### config.mk
export PLATFORM = sky130hd
export DESIGN_NAME = pipe_ctrl
export DESIGN_NICKNAME = d
export VERILOG_FILES = /design/src/rtl/pipe_ctrl.sv
export SDC_FILE = /design/constraint.sdc
export NUM_CORES = 1
export LEC_CHECK = 0
export BUFFER_PORTS_ARGS = -buffer_cell sky130_fd_sc_hd__buf_4
export CORE_UTILIZATION = 36
export CTS_BUF_LIST = sky130_fd_sc_hd__clkbuf_16
export CTS_CLUSTER_SIZE = 12
export DETAILED_ROUTE_END_ITERATION = 8
export PLACE_DENSITY = 0.85
export SLEW_MARGIN = 0
export SYNTH_ARGS = -nofsm -noshare
export SYNTH_HDL_FRONTEND = slang
export SYNTH_SLANG_ARGS = --single-unit
### constraint.sdc
create_clock -name clk -period 1.65 [get_ports clk]
set_input_delay 0.165 -clock clk [delete_from_list [all_inputs] [get_ports clk]]
set_output_delay 0.165 -clock clk [all_outputs]
set_load 0.02 [all_outputs]
### src/rtl/pipe_ctrl.sv
// EX-stage pipeline sequencer: redirect, stall and flush control for pc_reg/if_id/id_ex.
// Optional perf counters are enabled with `define PIPE_CTRL_PERF_EN.
module pipe_ctrl #(
  parameter int unsigned FLUSH_CYCLES = 2,
  parameter int unsigned HOLD_TIMEOUT = 64
) (
  input  logic        clk,
  input  logic        rst,
  input  logic        jump_en_i,
  input  logic [31:0] jump_addr_i,
  input  logic        ex_hold_i,
  input  logic        fetch_wait_i,
  output logic        jump_en_o,
  output logic [31:0] jump_addr_o,
  output logic        stall_pc_o,
  output logic        stall_if_id_o,
  output logic        stall_id_ex_o,
  output logic        flush_if_id_o,
  output logic        flush_id_ex_o,
  output logic [1:0]  state_o,
  output logic        err_o,
  output logic [31:0] stall_cnt_o,
  output logic [31:0] flush_cnt_o
);

  typedef enum logic [1:0] {S_RUN = 2'd0, S_FLUSH = 2'd1, S_STALL = 2'd2, S_ERROR = 2'd3} state_e;

  localparam logic [3:0] FLUSH_LOAD = 4'(FLUSH_CYCLES - 1);
  localparam logic [9:0] WD_LIMIT   = 10'(HOLD_TIMEOUT);

  state_e      state_q, state_d;
  logic [3:0]  fcnt_q, fcnt_d;
  logic [9:0]  wd_q, wd_d;

  logic        jump_c, stall_pc_c, stall_if_id_c, stall_id_ex_c, flush_if_id_c, flush_id_ex_c;
  logic [31:0] addr_c;

  always_comb begin
    state_d       = state_q;
    fcnt_d        = fcnt_q;
    wd_d          = wd_q;
    jump_c        = 1'b0;
    addr_c        = 32'h0;
    stall_pc_c    = 1'b0;
    stall_if_id_c = 1'b0;
    stall_id_ex_c = 1'b0;
    flush_if_id_c = 1'b0;
    flush_id_ex_c = 1'b0;
    case (state_q)
      S_RUN, S_FLUSH, S_STALL: begin
        if (ex_hold_i) begin
          // An unfinished EX result outranks any jump; remaining flush count is dropped.
          stall_pc_c    = 1'b1;
          stall_if_id_c = 1'b1;
          stall_id_ex_c = 1'b1;
          flush_if_id_c = (state_q == S_FLUSH);
          fcnt_d        = 4'd0;
          if (state_q == S_STALL) begin
            wd_d    = wd_q + 10'd1;
            state_d = (wd_q + 10'd1 == WD_LIMIT) ? S_ERROR : S_STALL;
          end else begin
            wd_d    = 10'd1;
            state_d = S_STALL;
          end
        end else if (jump_en_i) begin
          jump_c        = 1'b1;
          addr_c        = jump_addr_i;
          flush_if_id_c = 1'b1;
          flush_id_ex_c = 1'b1;
          fcnt_d        = FLUSH_LOAD;
          wd_d          = 10'd0;
          state_d       = (FLUSH_LOAD != 4'd0) ? S_FLUSH : S_RUN;
        end else begin
          wd_d       = 10'd0;
          stall_pc_c = fetch_wait_i;
          if (state_q == S_FLUSH) begin
            // Flush window only advances on cycles that deliver a fetch response.
            flush_if_id_c = 1'b1;
            if (!fetch_wait_i) begin
              fcnt_d = fcnt_q - 4'd1;
              if (fcnt_q == 4'd1) state_d = S_RUN;
            end
          end else begin
            flush_if_id_c = fetch_wait_i;
            state_d       = S_RUN;
          end
        end
      end
      default: begin
        stall_pc_c    = 1'b1;
        stall_if_id_c = 1'b1;
        stall_id_ex_c = 1'b1;
        flush_id_ex_c = 1'b1;
      end
    endcase
  end

  always_ff @(posedge clk) begin
    if (rst) begin
      state_q <= S_RUN;
      fcnt_q  <= 4'd0;
      wd_q    <= 10'd0;
    end else begin
      state_q <= state_d;
      fcnt_q  <= fcnt_d;
      wd_q    <= wd_d;
    end
  end

  assign jump_en_o     = ~rst & jump_c;
  assign jump_addr_o   = rst ? 32'h0 : addr_c;
  assign stall_pc_o    = ~rst & stall_pc_c;
  assign stall_if_id_o = ~rst & stall_if_id_c;
  assign stall_id_ex_o = ~rst & stall_id_ex_c;
  assign flush_if_id_o = ~rst & flush_if_id_c;
  assign flush_id_ex_o = ~rst & flush_id_ex_c;
  assign state_o       = rst ? 2'd0 : state_q;
  assign err_o         = ~rst & (state_q == S_ERROR);

`ifdef PIPE_CTRL_PERF_EN
  logic [31:0] stall_cnt_q, flush_cnt_q;

  always_ff @(posedge clk) begin
    if (rst) begin
      stall_cnt_q <= 32'h0;
      flush_cnt_q <= 32'h0;
    end else begin
      if (stall_pc_c && (stall_cnt_q != 32'hFFFF_FFFF)) stall_cnt_q <= stall_cnt_q + 32'd1;
      if (jump_c && (flush_cnt_q != 32'hFFFF_FFFF))     flush_cnt_q <= flush_cnt_q + 32'd1;
    end
  end

  assign stall_cnt_o = rst ? 32'h0 : stall_cnt_q;
  assign flush_cnt_o = rst ? 32'h0 : flush_cnt_q;
`else
  assign stall_cnt_o = 32'h0;
  assign flush_cnt_o = 32'h0;
`endif

endmodule

-- Yosys cells after proc, flatten, opt, wreduce, memory -nomap -nowiden
Cells that the tools add are included.
W data, S select, Z words.
- muxes and demuxes: 31
- reduce and logical (&&, ||, !) cells: 5
- $add $sub $neg: 2
- eq/ne operators: 8
- bitwise gates (word level): 7
- operators with widths (kind ; number):
    $mux W32 ; 4
    $mux W10 ; 2
    $mux W4 ; 4
    $mux W1 ; 15
    $mux W2 ; 6
    $add A10 B1 Y10 const B ; 1
    $eq A10 B7 Y1 const B ; 1
    $and A1 B1 Y1 ; 6
    $reduce_and A3 Y1 ; 2
    $eq A2 B2 Y1 const B ; 2
    $eq A4 B1 Y1 const B ; 1
    $ne A4 B3 Y1 const B ; 1
    $ne A4 B4 Y1 const B ; 1
    $sub A4 B1 Y4 const B ; 1
    $ne A3 B3 Y1 const B ; 1
    $reduce_bool A3 Y1 ; 1
    $reduce_or A3 Y1 ; 1
    $eq A2 B1 Y1 const B ; 1
    $logic_not A2 Y1 ; 1
    $not A1 Y1 ; 1
- input bits: 37
- flip-flop bits (word level): 16
- output and inout bits: 105

-- Logic depth before layout (Yosys ltp)
- depth after elaboration: 6
- gate-level depth with buffers: 6
- gate-level depth less buffers: 6

-- Worst setup path after synthesis
OpenSTA, ideal clock, no wires.
- path type: register -> register
- from: register fcnt_q[0]
- to: register state_q[0]
- stages on the path, launching flop included: 6
- arrival time: 1.499 ns
- path slack: 0.016 ns
- clock period less this slack: 1.634 ns
- buffers on the path: 0
- path through: dfxtp_1 -> ha_1 -> or4b_2 -> a21o_1 -> a21oi_1 -> o32ai_2
- longest elaborated chain between the ends: 3
- ends and longest elaborated chain (element ; RTL line ; text):
    start: declaration ; 32 ; logic [3:0] fcnt_q, fcnt_d;
    start signal: assignment ; 105 ; fcnt_q <= fcnt_d;
    $eq A4 B1 Y1 ; 81 ; if (fcnt_q == 4'd1) state_d = S_RUN;
    $ne A4 B3 Y1 (no line) ; - ;
    $reduce_and A3 Y1 (no line) ; - ;
    end signal: assignment ; 104 ; state_q <= state_d;
    end: declaration ; 31 ; state_e state_q, state_d;
Every way passes these cells.
A chain may end at the register's enable or synchronous reset.

-- Worst setup path in the final report
- from: input ex_hold_i
- to: output jump_addr_o[18]
- longest elaborated chain between the ends: 3
- ends and longest elaborated chain (element ; RTL line ; text):
    start: declaration ; 11 ; input logic ex_hold_i,
    $mux W32 ; 51 ; if (ex_hold_i) begin
    $mux W32 ; 49 ; case (state_q)
    $mux W32 ; 111 ; assign jump_addr_o = rst ? 32'h0 : addr_c;
    end: declaration ; 14 ; output logic [31:0] jump_addr_o,
Every way passes these cells.

==> results.md <==
* Die footprint at 5102 µm²
* PD cells at 574.0 nW/µm²
* DRT antenna net count at 0
* # setup viols final at 0
* First DRT Iteration DRCs at 108
* IO Port Bufs at slightly below 80
* Clock skew at 0.002600 ns
* Pleak at 1.153 nW
* Final hold violation count at 0
* Total number of vias at 1597
* WL/cell at 11.17 µm
* Area growth syn-to-layout at 29.20%
* Largest net degree at the start of global routing at 24
* Max-slew violations at 0
* Hold_ws at 0.1238 ns
* DIE WIDTH at 71.43 µm
* Worst Path Max Fanout at 23
* CTS Hold Buffers Added at 0
* Sequential area share after synthesis at 0.1846
* Max Cap Viol at 0
* Antenna violations before repair at 0
* Final period util at 0.9465
* Worst EP arrival at 1.40 ns
* Power Total at about 0.0013 W
* DRC at 0
* Status: completed
* Vias in the first global route at 1379
* Reg clk slew, reported paths at 0.05 ns
* Drt pass-1 iters at 4
* Hold Path Class: in -> reg
* Synth warnings at 0
* CP Capture Type: output pin
* Cells after Synth at 229
* First-pass GRT wire length at 6.147 mm
* Die height at 71.43 µm
* CTS Sinks at 16
* Req. time, crit path at 1.48 ns
* Fraction of registers with async set/reset at 0
* Synth Flop Type: dfxtp_1
* Yosys reg bits at 16
* Startpoint Class: input port
* Nets at 347
* Tot GR Track Use at 0.1499
* N_diodes at 0
* Postcts setup bufs at 0
* Top Ports at 142
* Total wire length at 3.988 mm
* Fin crit period at 1.562 ns
* Initial core utilization at 0.3853
* TritonCTS buffer count at 3
* RSZ-0062 raised after global routing: false
* Clk_lat worst skew at ~0.25 ns
* Synth Cell Area at 1735 µm²
* Crit path kind: in -> out
* Row cnt at 24
* Achievable Freq at 640.3 MHz
* Synth unique cells at 44
* Placer Congestion at 0.8546
* Clock root buffer: clkbuf_16
* CTS max path bufs at 2
* Grt total ovfl at 0
* Max VDD drop at 0.4329 mV
* Core Box Area at approximately 4500 µm²
* Vias per cell at between 4 and 5
* H-tree levels at 1
* Post-DP HPWL at 3.196 mm
* TritonCTS clock tree: done
* EDFF count, synth at 0
* Layout cell share with drive strength beyond 1 at 0.3246
* Syn Area/Cell at 7.578 µm²
==> metal layers <==
layer	share of wire	up-vias	track usage	wire length [µm]
li1	-	795	-	-
met1	0.40	715	0.1746	1612
met2	0.52	81	0.2720	2090
met3	0.063	6	0.04360	252
met4	0.0083	0	0.03111	33
met5	0	-	0	0
==> cells in the final DEF (no fill, tap or decap), types with 3 or more instances in the layout <==
master     instances
a211oi_1           4
and3_1             3
nand2_1           12
inv_1              4
nor2b_1            3
nor2_1             5
ha_1               3
nand3_1            4
or3_1              3
dfxtp_1           13
conb_1            64
o21ai_0           13
xor2_1             4
buf_4             86
a21oi_1            5
dfxtp_2            3
and2_1            33
clkbuf_16          3
==> through the flow <==
step            TNS, ns  setup slack (ns)    util  area (µm²)  std cells
5_1_grt               0         0.0002878  0.4978        2242        357
3_5_place_dp   -0.04351          -0.04351  0.4750        2140        353
3_3_place_gp          0           0.01693  0.4750        2140        353
6_report              0           0.08832  0.4978        2242        357
2_1_floorplan         0           0.01608       -        1972        292
4_1_cts               0          0.002026  0.4939        2225        357
==> cell type report <==
| type | instances | area [µm²] |
|---|---|---|
| well taps | 52 | 65.06 |
| clock buffers | 3 | 75.07 |
| multi-input cells | 193 | 1106 |
| clock inverters | 1 | 3.754 |
| fillers | 442 | 2262 |
| flip-flops and latches | 16 | 324.1 |
| inverters | 6 | 22.52 |
| repair buffers | 86 | 645.6 |
==> cells by family after synthesis <==
| kind of cell | count (synthesis) | share of synthesized area |
|---|---|---|
| buf+inv | 83 | 0.3259 |
| simple gates | 77 | 0.2596 |
| compound gates | 40 | 0.1572 |
| flops | 16 | 0.1846 |
| xor+xnor | 6 | 0.03028 |
| fa+ha+maj | 4 | 0.02884 |
| mux | 2 | 0.01154 |
| other cells | 1 | 0.002161 |
==> what timing repair did <==
item,4_1_cts,5_1_grt
endpoints found under the hold margin,0,0
setup endpoints to repair,1,27
gates resized for setup,2,6
pin swaps,1,3
==> synth_stat cells, drive strengths merged (3+ instances only) <==
cell type   n  area, µm²
a211oi      4      30.03
a21oi       7      38.79
and2       33      206.5
and3        3      18.77
buf        68      509.2
clkbuf      9      33.78
dfxtp      16      320.3
ha          4      50.05
inv         5      18.77
nand2      12      45.04
nand3       4      20.02
nor2        5      18.77
nor2b       3      18.77
o21ai      13      65.06
or3         3      18.77
xor2        4      35.03
==> sequential cells by signal (all words and copies together) (netlist names) <==
signal / count
wd_q: 10
fcnt_q: 4
state_q: 2
==> report_power, final <==
part	internal, W	switching, W	total (W)	leakage (nW)
Clock	0.000322	0.000160	0.000482	0.0385
Combinational	0.000143	0.000249	0.000393	0.983
Sequential	0.000398	0.0000150	0.000413	0.131
==> path summary, 6_finish.rpt <==
kind                             start                      end  slack (ns)  depth (start not counted)
setup reg to reg  wd_q[4]$_SDFFE_PP0N_  state_q[0]$_SDFFE_PP0P_        0.10                          4
setup / recovery             ex_hold_i          jump_addr_o[18]        0.09                          6
hold reg to reg   wd_q[9]$_SDFFE_PP0N_     wd_q[9]$_SDFFE_PP0N_        0.49                          1
hold / removal                     rst     wd_q[0]$_SDFFE_PP0N_        0.12                          2
==> worst max-delay path: stages <==
cell	delay, ns
buf_4	0.14
or3_1	0.41
a21oi_2	0.15
buf_4	0.23
and2_1	0.17
buf_4	0.14
No activity file was read; power rests on OpenSTA's default activity.
